--- config.mk ---
export PLATFORM = sky130hd
export DESIGN_NAME = sim_exit_ctrl
export DESIGN_NICKNAME = d
export VERILOG_FILES = /design/src/rtl/sim_exit_ctrl.sv
export SDC_FILE = /design/constraint.sdc
export NUM_CORES = 1
export LEC_CHECK = 0
export ABC_AREA = 1
export BUFFER_PORTS_ARGS = -buffer_cell sky130_fd_sc_hd__buf_2
export CORE_MARGIN = 2
export CORE_UTILIZATION = 55
export DETAILED_ROUTE_END_ITERATION = 16
export PLACE_DENSITY = 0.81
export SLEW_MARGIN = 40
export SYNTH_ARGS = -nofsm -noshare
export SYNTH_HDL_FRONTEND = slang
export SYNTH_SLANG_ARGS = --single-unit
export TNS_END_PERCENT = 5
--- constraint.sdc ---
create_clock -name clk_i -period 14.5 [get_ports clk_i]
set_input_delay 0.725 -clock clk_i [delete_from_list [all_inputs] [get_ports clk_i]]
set_output_delay 0.725 -clock clk_i [all_outputs]
set_load 0.02 [all_outputs]
--- src/rtl/sim_exit_ctrl.sv ---
// Simulation-exit controller: latches a software return code, drains for DRAIN_CYCLES, then raises exit.
// Optional 64-bit cycle counter at 0x10/0x14 is built when SIM_EXIT_CYCLE_COUNT_EN is defined.
module sim_exit_ctrl #(
    parameter int unsigned DRAIN_CYCLES   = 16,
    parameter logic [31:0] WDOG_EXIT_CODE = 32'hDEAD0001
) (
    input  logic        clk_i,
    input  logic        rst_i,
    input  logic        req_i,
    output logic        gnt_o,
    input  logic [31:0] addr_i,
    input  logic        we_i,
    input  logic [3:0]  be_i,
    input  logic [31:0] wdata_i,
    output logic        rvalid_o,
    output logic [31:0] rdata_o,
    output logic        exit_valid_o,
    output logic [31:0] exit_value_o,
    output logic        wdog_expired_o
);

    typedef enum logic [1:0] {
        ST_RUN   = 2'd0,
        ST_DRAIN = 2'd1,
        ST_EXIT  = 2'd2
    } state_t;

    localparam logic [31:0] DRAIN_LOAD = 32'(DRAIN_CYCLES);

    state_t      r_state, w_state_nxt;
    logic [31:0] r_drain_cnt, w_drain_nxt;
    logic [31:0] r_code, w_code_nxt;
    logic        r_expired;
    logic        w_latch_code, w_set_expired;
    logic [31:0] r_wdog_limit, r_wdog_cnt;
    logic        r_rvalid;
    logic [31:0] r_rdata, w_rdata;

    logic [2:0]  w_idx;
    logic [31:0] w_be_mask;
    logic        w_wr, w_rd, w_wr_exit, w_wr_limit, w_wr_kick, w_wdog_clr, w_expire;
    logic        w_unused;

    assign w_idx      = addr_i[4:2];
    assign w_be_mask  = {{8{be_i[3]}}, {8{be_i[2]}}, {8{be_i[1]}}, {8{be_i[0]}}};
    assign w_wr       = req_i & we_i;
    assign w_rd       = req_i & ~we_i;
    assign w_wr_exit  = w_wr & (w_idx == 3'd0) & (|be_i);
    assign w_wr_limit = w_wr & (w_idx == 3'd1);
    assign w_wr_kick  = w_wr & (w_idx == 3'd2);
    assign w_wdog_clr = w_wr_limit | w_wr_kick;
    assign w_unused   = ^{addr_i[31:5], addr_i[1:0]};

    // A clearing write or an exit write in the expiry cycle pre-empts the watchdog.
    assign w_expire = (r_state == ST_RUN) && (r_wdog_limit != 32'd0) &&
                      (r_wdog_cnt == r_wdog_limit - 32'd1) && !w_wdog_clr && !w_wr_exit;

    always_comb begin
        w_state_nxt   = r_state;
        w_drain_nxt   = r_drain_cnt;
        w_code_nxt    = r_code;
        w_latch_code  = 1'b0;
        w_set_expired = 1'b0;
        case (r_state)
            ST_RUN: begin
                if (w_wr_exit || w_expire) begin
                    w_latch_code  = 1'b1;
                    w_code_nxt    = w_wr_exit ? (wdata_i & w_be_mask) : WDOG_EXIT_CODE;
                    w_set_expired = !w_wr_exit;
                    if (DRAIN_LOAD == 32'd0) begin
                        w_state_nxt = ST_EXIT;
                    end else begin
                        w_state_nxt = ST_DRAIN;
                        w_drain_nxt = DRAIN_LOAD;
                    end
                end
            end
            ST_DRAIN: begin
                w_drain_nxt = r_drain_cnt - 32'd1;
                if (r_drain_cnt == 32'd1) begin
                    w_state_nxt = ST_EXIT;
                end
            end
            ST_EXIT: begin
                w_state_nxt = ST_EXIT;
            end
            default: begin
                w_state_nxt = ST_RUN;
            end
        endcase
    end

    always_ff @(posedge clk_i or posedge rst_i) begin
        if (rst_i) begin
            r_state     <= ST_RUN;
            r_drain_cnt <= 32'd0;
            r_code      <= 32'd0;
            r_expired   <= 1'b0;
        end else begin
            r_state     <= w_state_nxt;
            r_drain_cnt <= w_drain_nxt;
            if (w_latch_code) begin
                r_code <= w_code_nxt;
            end
            if (w_set_expired) begin
                r_expired <= 1'b1;
            end
        end
    end

    // Watchdog counts only in RUN; saturating so it can never wrap past the limit.
    always_ff @(posedge clk_i or posedge rst_i) begin
        if (rst_i) begin
            r_wdog_limit <= 32'd0;
            r_wdog_cnt   <= 32'd0;
        end else begin
            if (w_wr_limit) begin
                r_wdog_limit <= (r_wdog_limit & ~w_be_mask) | (wdata_i & w_be_mask);
            end
            if (w_wdog_clr) begin
                r_wdog_cnt <= 32'd0;
            end else if ((r_state == ST_RUN) && (r_wdog_limit != 32'd0) &&
                         (r_wdog_cnt != 32'hFFFF_FFFF)) begin
                r_wdog_cnt <= r_wdog_cnt + 32'd1;
            end
        end
    end

`ifdef SIM_EXIT_CYCLE_COUNT_EN
    logic [63:0] r_cyc;
    logic [31:0] r_cyc_hi_snap;

    always_ff @(posedge clk_i or posedge rst_i) begin
        if (rst_i) begin
            r_cyc         <= 64'd0;
            r_cyc_hi_snap <= 32'd0;
        end else begin
            if (r_state != ST_EXIT) begin
                r_cyc <= r_cyc + 64'd1;
            end
            if (w_rd && (w_idx == 3'd4)) begin
                r_cyc_hi_snap <= r_cyc[63:32];
            end
        end
    end
`endif

    always_comb begin
        w_rdata = 32'd0;
        case (w_idx)
            3'd1: w_rdata = r_wdog_limit;
            3'd3: w_rdata = {28'd0, r_expired, (r_state == ST_EXIT), r_state};
`ifdef SIM_EXIT_CYCLE_COUNT_EN
            3'd4: w_rdata = r_cyc[31:0];
            3'd5: w_rdata = r_cyc_hi_snap;
`endif
            default: w_rdata = 32'd0;
        endcase
    end

    always_ff @(posedge clk_i or posedge rst_i) begin
        if (rst_i) begin
            r_rvalid <= 1'b0;
            r_rdata  <= 32'd0;
        end else begin
            r_rvalid <= req_i;
            r_rdata  <= w_rd ? w_rdata : 32'd0;
        end
    end

    assign gnt_o          = req_i;
    assign rvalid_o       = r_rvalid;
    assign rdata_o        = r_rdata;
    assign exit_valid_o   = (r_state == ST_EXIT);
    assign exit_value_o   = (r_state == ST_EXIT) ? r_code : 32'd0;
    assign wdog_expired_o = r_expired;

endmodule

==> metrics.md, run 1 <==
| Metric | Value |
|---|---|
| Max Cap Violations | 0 |
| Endpoints failing hold | 0 |
| Synth Warn # | 0 |
| Htree depth | 4 |
| PwrDens | 164 mW/mm² |
| CP Cell Sequence | inv_1, nand2_2, nor2_2, nand2_1, nor2_1, nand2_1, or2_0, nand2_1, nor2_1, nand2_1, nor2_4, nand2_8, nand3_2, nand2_1, nand2_1 |
| CP arrival | 3.80 ns |
| Non-Filler Cell Area, Final | 0.0109 mm² |
| Total gr overflow | 0 |
| Placed inst area | 0.0103 mm² |
| Cell count after synthesis | 1374 |
| Leakage | 5.88 nW |
| Worst-Skew Late Latency | 0.44 ns |
| Crit-path slowest cell | nand3_2 |
| Num CTS Buffers | 17 |
| Final #Nets | 1539 |
| Die area | 0.0188 mm² |
| Crit path time final | 3.48 ns |
| Filler cell count | 1526 |
| Slew Limit Fails | 0 |
| Ys async rst share | 1.00 |
| Most used cell, CP | nand2_1 |
| Row count | 48 |
| Crit Path Category | flop to flop |
| Clock Skew | 0.0121 ns |
| Post-synth top flop | dfrtp_1 |
| Post-synthesis cell area | 0.00973 mm² |
| Syn Nets | 1454 |
| IO Count | 140 |
| Root buffer cell | clkbuf_16 |
| Area delta synth->final | 12.4% |
| CTS tree | done |
| Slew headroom | 0.449 |
| Avg WL per Cell | 15.8 µm |
| Crit share post-route | 0.240 |
| Final HPWL DP | 19.4 mm |
| Vias per cell | 5.55 |
| Final Util | 0.633 |
| Mean Syn Cell Area | 7.08 µm² |
| Actual slew at the worst max-slew pin | 0.822 ns |
| # DRC | 0 |
| Status | complete, no violations |
| DR vias | 9418 |
| Critical Path RT | 14.82 ns |
| Clk sink count | 164 |
| Post-CTS Hold Fix Bufs | 0 |
| Top-count cell post-synth | nand2_1 |
| Die height | 137 µm |
| Port Buffer Count | 110 |
| Setup TNS | 0 ns |
| Setup bufs post-CTS | 0 |
| First-pass GRT wire length | 43.6 mm |
| CP max FO | 36 |
| Synth unique cells | 42 |
| Synth top area share | 0.422 |
| Largest net degree at the start of global routing | 104 |
| Final setup margin | 11.02 ns |
| Number of global-route vias before repair | 8726 |
| Register area share after synthesis | 0.422 |
| Total power | 1.80 mW |
| Post-synth top cells | nand2_1 (424), nor2_1 (200), dfrtp_1 (164) |
| Element type at the critical path end | flop |
| Die width | 137 µm |
| Top cells by area, synth | dfrtp_1 (42%), nand2_1 (16%), nor2_1 (7.7%) |
| Area leader, netlist | dfrtp_1 |
| Final wirelength | 26.9 mm |
| Reg clk slew, reported paths | 0.07 ns |
| Core footprint | 0.0173 mm² |
| Unrepaired setup endpoints after global routing | no |
| Tot GR Track Use | 0.298 |
| Antenna Cells | 0 |
| Initial antenna violation count | 0 |
| Setup violations, final | 0 |
| Worst VDD drop | 0.000119 V |
| Max incr delay on CP | 0.56 ns |
| EDFF count, synth | 0 |
| Drt initial violations | 919 |
| Yosys reg bits | 164 |
| Detail Route Antenna Nets | 0 |
| Startpoint class of the critical path | flop |
| Hold Path Class | input pin to asynchronous set/reset pin |
| Final Wtd Congestion | 0.906 |
| Maximum clock rate | 287 MHz |
| Starting Density | 0.563 |
| First-pass DRT Iterations | 6 |
| Post-cts repair resize count | 0 |
| Share of cells above drive strength 1 | 0.123 |
| Clock buffer depth | 2 |
| Setup WS pre-CTS | 10.73 ns |
==> worst max-delay path: cells and delay by family, from the launching register on <==
family                 cells  cell delay, ns
AND/OR/NAND/NOR           14            2.63
buffers and inverters      1            0.24
flip-flops                 1            0.45
==> kinds of logic after synthesis <==
group	count (synthesis)	synth area share
xor+xnor	56	0.0504
compound gates	102	0.0567
simple gates	842	0.375
buf+inv	202	0.0857
fa+ha+maj	8	0.0103
flops	164	0.422
==> placed cells by master (no fill, tap or decap), types with 2 or more instances in the layout <==
master | Yosys | routed
ha_1 | 8 | 7
o22ai_1 | 2 | 2
inv_2 | 1 | 2
o21ai_0 | 49 | 49
xnor2_1 | 17 | 17
or2_2 | 4 | 4
xor2_1 | 39 | 39
nor4_1 | 9 | 9
nor2_1 | 200 | 199
a31oi_1 | 3 | 3
nand3b_1 | 4 | 4
nand2_8 | 2 | 2
nand2_2 | 2 | 3
clkbuf_16 | 0 | 17
dfrtp_1 | 164 | 164
o21a_1 | 2 | 2
o31ai_1 | 6 | 6
o21ai_1 | 2 | 2
nand2_1 | 424 | 423
nand3_1 | 66 | 66
inv_6 | 0 | 4
nor2_2 | 11 | 12
a21oi_1 | 33 | 33
nand4_1 | 58 | 58
nor3b_1 | 2 | 2
clkinv_1 | 3 | 3
buf_2 | 5 | 110
nand3_2 | 2 | 2
nand2_4 | 2 | 2
nor2_4 | 4 | 4
nor3_1 | 49 | 49
buf_4 | 2 | 2
inv_1 | 150 | 148
o21bai_1 | 2 | 2
inv_8 | 0 | 6
==> final cells by class <==
class,instances,area [µm²],share of cell area
Clock buffer,18,429,0.0392
Clock inverter,14,159,0.0145
Inverter,155,592,0.0541
Multi-Input combinational cell,1008,4800,0.439
Sequential cell,164,4100,0.375
Tap cell,225,282,0.0257
Timing Repair Buffer,113,577,0.0527
==> power breakdown <==
group	switching (mW)	internal [mW]
Combinational	0.446	0.250
Clock	0.214	0.246
Sequential	0.105	0.537
==> metal layers <==
metal / vias to the layer above / track usage / share of wire
li1: 4535 / - / -
met1: 4434 / 0.423 / 0.44
met2: 402 / 0.459 / 0.45
met3: 47 / 0.0656 / 0.080
met4: 0 / 0.0893 / 0.023
met5: - / 0 / 0
==> worst paths after layout <==
| kind | cells past startpoint | startpoint | to | slack [ns] |
|---|---|---|---|---|
| max | 15 | flop | r_drain_cnt[8] | 11.02 |
| min | 2 | rst_i | r_code[7] | 0.42 |
| max reg2reg | 15 | flop | r_drain_cnt[8] | 11.02 |
| min reg2reg | 2 | r_code[26] | r_code[26] | 0.48 |
| max in group asynchronous | 3 | rst_i | asynchronous set/reset pin | 13.07 |
| min in group clk_i | 1 | req_i | rvalid_o | 0.43 |
==> through the flow <==
stage	std cells	hold WS (ns)
after floorplan	1374	0.442
final	1697	0.415
after global routing	1697	0.431
after global placement	1665	0.456
after detailed placement	1665	0.459
after CTS	1697	0.424
Power figures use the tool's default switching activity.
==> run 2: changes to the inputs <==
Settings changed: CORE_UTILIZATION 55 to 53, PLACE_DENSITY 0.81 to 0.82.
Clock period 14.5 ns to 3 ns, I/O delays scaled along.
==> run 2 against run 1 <==
Against the previous run: die area rose by 3.7%; core utilization rose by 0.28 points; hold slack got worse by 0.41 ns; combinational power rose to 5.0 times the previous value; flip-flop and latch count did not move; critical path type unchanged; highest routed layer unchanged.
==> metrics.md, run 2 (synthesis results as in run 1) <==
| Metric | Value |
|---|---|
| Row count | 49 (+2.1%) |
| Avg WL per Cell | 16.3 µm (+3.0%) |
| Final wirelength | 28.4 mm (+5.9%) |
| Actual slew at the worst max-slew pin | 0.751 ns (-0.0710 ns) |
| Area delta synth->final | 17.3% |
| Htree depth | 4 (unchanged) |
| Antenna Cells | 0 (unchanged) |
| Setup TNS | 0 ns (unchanged) |
| Die height | 140 µm (+1.8%) |
| Clock Skew | 0.0147 ns (+0.00253 ns) |
| Crit share post-route | 0.939 (+0.699) |
| Number of global-route vias before repair | 8979 (+2.9%) |
| Placed inst area | 0.0105 mm² (+1.2%) |
| CP arrival | 3.19 ns (-0.61 ns) |
| Total gr overflow | 0 (unchanged) |
| Unrepaired setup endpoints after global routing | no |
| Slew headroom | 0.498 (+0.0488) |
| Die area | 0.0195 mm² (+3.7%) |
| Max Cap Violations | 0 (unchanged) |
| Hold Path Class | input pin to flop |
| Tot GR Track Use | 0.297 (-0.000973) |
| Slew Limit Fails | 0 (unchanged) |
| Maximum clock rate | 355 MHz (+24%) |
| IO Count | 140 (unchanged) |
| Leakage | 6.09 nW (+3.5%) |
| Starting Density | 0.542 (-0.0209) |
| Worst VDD drop | 0.000736 V (+520%) |
| PwrDens | 774 mW/mm² (+370%) |
| Fin cells | 1745 (+2.8%) |
| Reg clk slew, reported paths | 0.08 ns (about the same) |
| DR vias | 9641 (+2.4%) |
| Final HPWL DP | 19.8 mm (+2.1%) |
| Final Wtd Congestion | 1.01 (+12%) |
| Critical Path RT | 3.38 ns (-11.44 ns) |
| Crit path time final | 2.82 ns (-0.663 ns) |
| Setup violations, final | 0 (unchanged) |
| Worst reg-to-reg setup slack | 0.18 ns (-10.84 ns) |
| Clock buffer depth | 2 (unchanged) |
| Die width | 140 µm (+1.8%) |
| Initial antenna violation count | 0 (unchanged) |
| Clk sink count | 164 (unchanged) |
| Non-Filler Cell Area, Final | 0.0114 mm² (+4.3%) |
| Startpoint class of the critical path | flop |
| Core footprint | 0.0180 mm² (+3.9%) |
| Num CTS Buffers | 17 (unchanged) |
| CTS tree | done |
| Setup bufs post-CTS | 0 (unchanged) |
| Crit Path Category | flop to flop |
| Element type at the critical path end | flop |
| Filler cell count | 1520 (-0.39%) |
| Most frequent cells in the layout | nand2_1 (423), nor2_1 (199), dfrtp_1 (163) |
| Vias per cell | 5.52 (-0.45%) |
| Share of cells above drive strength 1 | 0.130 (+0.00699) |
| Endpoints failing hold | 0 (unchanged) |
| Status | complete, no violations |
| Port Buffer Count | 110 (unchanged) |
| Worst-Skew Late Latency | 0.45 ns (about the same) |
| # DRC | 0 (unchanged) |
| Drt initial violations | 1066 (+16%) |
| First-pass DRT Iterations | 6 (unchanged) |
| Most common cell after layout, fill and taps aside | nand2_1 |
| CP max FO | 23 (-36%) |
| Largest net degree at the start of global routing | 165 (+59%) |
| Final #Nets | 1583 (+2.9%) |
| Cells after DPL | 1682 (+1.0%) |
| Root buffer cell | clkbuf_16 |
| Detail Route Antenna Nets | 0 (unchanged) |
| First-pass GRT wire length | 46.5 mm (+6.5%) |
run 2: what timing repair did:
action / 4_1_cts / 5_1_grt
resized for setup: 0 / 5
endpoints found under the setup margin: 0 / 65
hold buffers: 29 / 1
endpoints found under the hold margin: 43 / 96
run 2: cell type report:
class / count / area [µm²] / area share
clock buffer: 17 / 425 / 0.0373
clock inverter: 15 / 180 / 0.0158
inverter: 155 / 588 / 0.0515
multi-input combinational: 1008 / 4810 / 0.421
sequential: 164 / 4110 / 0.360
tap: 229 / 287 / 0.0251
timing repair buffer: 157 / 1020 / 0.0897
run 2: final timing paths:
path,endpoint,depth (start not counted),from
min in group asynchronous,r_code[4],4,rst_i
worst min-delay path,flop,3,wdata_i[27]
max in group asynchronous,r_wdog_cnt[16],5,rst_i
worst max register to register,r_drain_cnt[6],15,flop
worst max-delay path,r_drain_cnt[6],15,flop
worst min register to register,r_code[4],2,r_code[4]
run 2: through the flow:
stage	hold slack, ns	total power, mW	setup WS (ns)	util
6_report	0.00830	8.84	0.184	0.636
2_1_floorplan	0.181	5.62	0.764	-
4_1_cts	0.000208	8.77	0.148	0.633
3_3_place_gp	0.296	6.33	0.222	0.583
3_5_place_dp	0.306	6.43	0.157	0.583
5_1_grt	0.0236	9.46	0.0190	0.636
run 2: metal layers:
metal | vias to the layer above | track usage | part of all wire
li1 | 4617 | - | -
met2 | 465 | 0.470 | 0.46
met5 | - | 0 | 0
met4 | 0 | 0.116 | 0.034
met3 | 89 | 0.0557 | 0.085
met1 | 4470 | 0.408 | 0.42
run 2: critical path: stages, from the launching register on:
cell and delay [ns]:
dfrtp_2 0.46, inv_2 0.15, ha_2 0.25, nand2_4 0.10, nor2_4 0.21, nand2_1 0.17, xor2_1 0.16, nand3_1 0.10
nor2_1 0.15, nand3_1 0.13, nor2_4 0.16, nand2_8 0.15, nand3_2 0.11, buf_4 0.27, nand2_1 0.09, nand2_1 0.08
run 2: report_power, final:
part / switching, mW / internal [mW] / total [mW]
registers: 0.510 / 2.59 / 3.10
logic: 2.20 / 1.27 / 3.47
clock network: 1.07 / 1.20 / 2.27
==> run 3: changes to the inputs <==
Settings changed: CORE_MARGIN 2 to 3, CORE_UTILIZATION 53 to 55, PLACE_DENSITY 0.82 to 0.81.
Clock period 3 ns to 3.2 ns, I/O delays scaled along.
==> run 3 against run 2 <==
Against the previous run: via count is 0.20% lower; core utilization grew 1.9 points; clock-buffer cell count is 1 higher; critical path type unchanged.
==> metrics.md, run 3 (synthesis results as in run 1) <==
| Metric | Value |
|---|---|
| DR vias | 9622 (-0.20%) |
| CTS tree | done |
| Crit Path Category | flop to flop |
| IO Count | 140 (unchanged) |
| First-pass DRT Iterations | 5 (-1) |
| Status | complete, no violations |
| Root buffer cell | clkbuf_16 |
| Hold Path Class | input pin to flop |
| Worst reg-to-reg setup slack | 0.23 ns (+0.05 ns) |
| Setup TNS | 0 ns (unchanged) |
| Hold path endpoint | r_code[9] |
| Number of global-route vias before repair | 8895 (-0.94%) |
| Die area | 0.0193 mm² (-0.69%) |
| Starting Density | 0.563 (+0.0209) |
| Crit path time final | 2.97 ns (+0.155 ns) |
| Most frequent cells in the layout | nand2_1 (423), nor2_1 (199), dfrtp_1 (164) |
| Final Util | 0.654 (+0.0186) |
| Area delta synth->final | 16.2% |
| Die width | 139 µm (-0.35%) |
| Setup bufs post-CTS | 0 (unchanged) |
| Clock buffer depth | 2 (unchanged) |
| Clk sink count | 164 (unchanged) |
| First-pass GRT wire length | 44.9 mm (-3.3%) |
| Slew Limit Fails | 0 (unchanged) |
| # DRC | 0 (unchanged) |
| Element type at the critical path end | flop |
| Initial antenna violation count | 0 (unchanged) |
| Maximum clock rate | 337 MHz (-5.2%) |
| Total gr overflow | 0 (unchanged) |
| Most common cell after layout, fill and taps aside | nand2_1 |
| PwrDens | 729 mW/mm² (-5.9%) |
| CP arrival | 3.28 ns (+0.09 ns) |
| Crit share post-route | 0.928 (-0.0104) |
| Endpoints failing hold | 0 (unchanged) |
| Antenna Cells | 0 (unchanged) |
| Largest net degree at the start of global routing | 97 (-41%) |
| Setup violations, final | 0 (unchanged) |
| Final HPWL DP | 19.6 mm (-1.2%) |
| Row count | 48 (-2.0%) |
| Final #Nets | 1575 (-0.51%) |
| Detail Route Antenna Nets | 0 (unchanged) |
| Final Wtd Congestion | 0.898 (-11%) |
| Tot GR Track Use | 0.284 (-0.0131) |
| Clock Skew | 0.0159 ns (+0.00126 ns) |
| Share of cells above drive strength 1 | 0.126 (-0.00387) |
| Setup WS pre-CTS | 0.266 ns (+0.109 ns) |
| Slew headroom | 0.479 (-0.0190) |
| Hold path depth | 3 (unchanged) |
| Final wirelength | 27.4 mm (-3.8%) |
| Leakage | 6.05 nW (-0.56%) |
| Num CTS Buffers | 17 (unchanged) |
| Worst Min Path Start | wdata_i[9] |
| CP max FO | 23 (unchanged) |
| Core footprint | 0.0173 mm² (-3.7%) |
| Critical Path RT | 3.51 ns (+0.13 ns) |
| Final setup margin | 0.229 ns (+0.0454 ns) |
| Worst-Skew Late Latency | 0.44 ns (about the same) |
| Htree depth | 4 (unchanged) |
| Register-to-Register Path Depth | 15 (unchanged) |
| Unrepaired setup endpoints after global routing | no |
| Reg2reg end | r_drain_cnt[11] |
| Avg WL per Cell | 15.8 µm (-3.1%) |
| Filler cell count | 1468 (-3.4%) |
| Worst VDD drop | 0.000510 V (-31%) |
| Drt initial violations | 784 (-26%) |
| Port Buffer Count | 110 (unchanged) |
| Die height | 139 µm (-0.35%) |
| Startpoint class of the critical path | flop |
| Actual slew at the worst max-slew pin | 0.779 ns (+0.0284 ns) |
| Reg clk slew, reported paths | 0.07 ns (about the same) |
| Max Cap Violations | 0 (unchanged) |
| Vias per cell | 5.56 (+0.55%) |
[run 3: where the power goes]
group	internal [mW]	switching, mW
combinational	1.19	2.05
sequential	2.43	0.471
clock	1.18	0.919
[run 3: worst max-delay path by stage]
stage	start	end	slack, ns	cells after the start
final	flop	r_drain_cnt[11]	0.23	15
after global routing	flop	r_drain_cnt[21]	0.02	17
after CTS	flop	r_drain_cnt[11]	0.23	16
after detailed placement	flop	r_drain_cnt[15]	0.27	16
after global placement	flop	r_drain_cnt[30]	0.34	16
after floorplan	rst_i	asynchronous set/reset pin	0.96	1
[run 3: cell type report]
type                    count  area, µm²  share of cell area
clock buffers              18        429              0.0379
clock inverters            13        165              0.0146
inverters                 155        588              0.0520
multi-input cells        1008       4800               0.425
flip-flops and latches    164       4100               0.363
well taps                 225        282              0.0249
repair buffers            149        941              0.0832
[run 3: stage by stage]
stage	total power [mW]	hold WS, ns	std cells	cell area, µm²
finish	8.25	0.00900	1732	11300
global route	8.80	0.0151	1732	11300
CTS	8.20	0.00748	1732	11300
detailed placement	6.06	0.316	1677	10500
global placement	5.98	0.303	1677	10500
floorplan	5.27	0.191	1374	9740
[run 3: timing repair]
action                     in CTS  in global routing
hold endpoints to repair      197                  0
hold buffers                   24                  0
resized for setup               0                  1
setup endpoints to repair       0                 21
[run 3: layer usage]
metal  global-route usage  share of wire  vias up  wire (µm)
met4               0.0778          0.019        0        522
met5                    0              0        -          0
li1                     -              -     4608          -
met1                0.408           0.43     4499      11800
met2                0.443           0.46      469      12500
met3               0.0562          0.090       46       2460
[run 3: worst max-delay path, cell delays in order (launching register included)]
cell	delay (ns)
dfrtp_1	0.44
inv_1	0.26
ha_1	0.32
nand2_4	0.12
nor2_4	0.19
nand2_1	0.16
nor2_2	0.20
xor2_1	0.20
nand2_1	0.09
nand3_2	0.10
nor2_4	0.06
nand2_8	0.10
nand3_2	0.21
buf_12	0.26
nand2_1	0.07
nand2_1	0.05
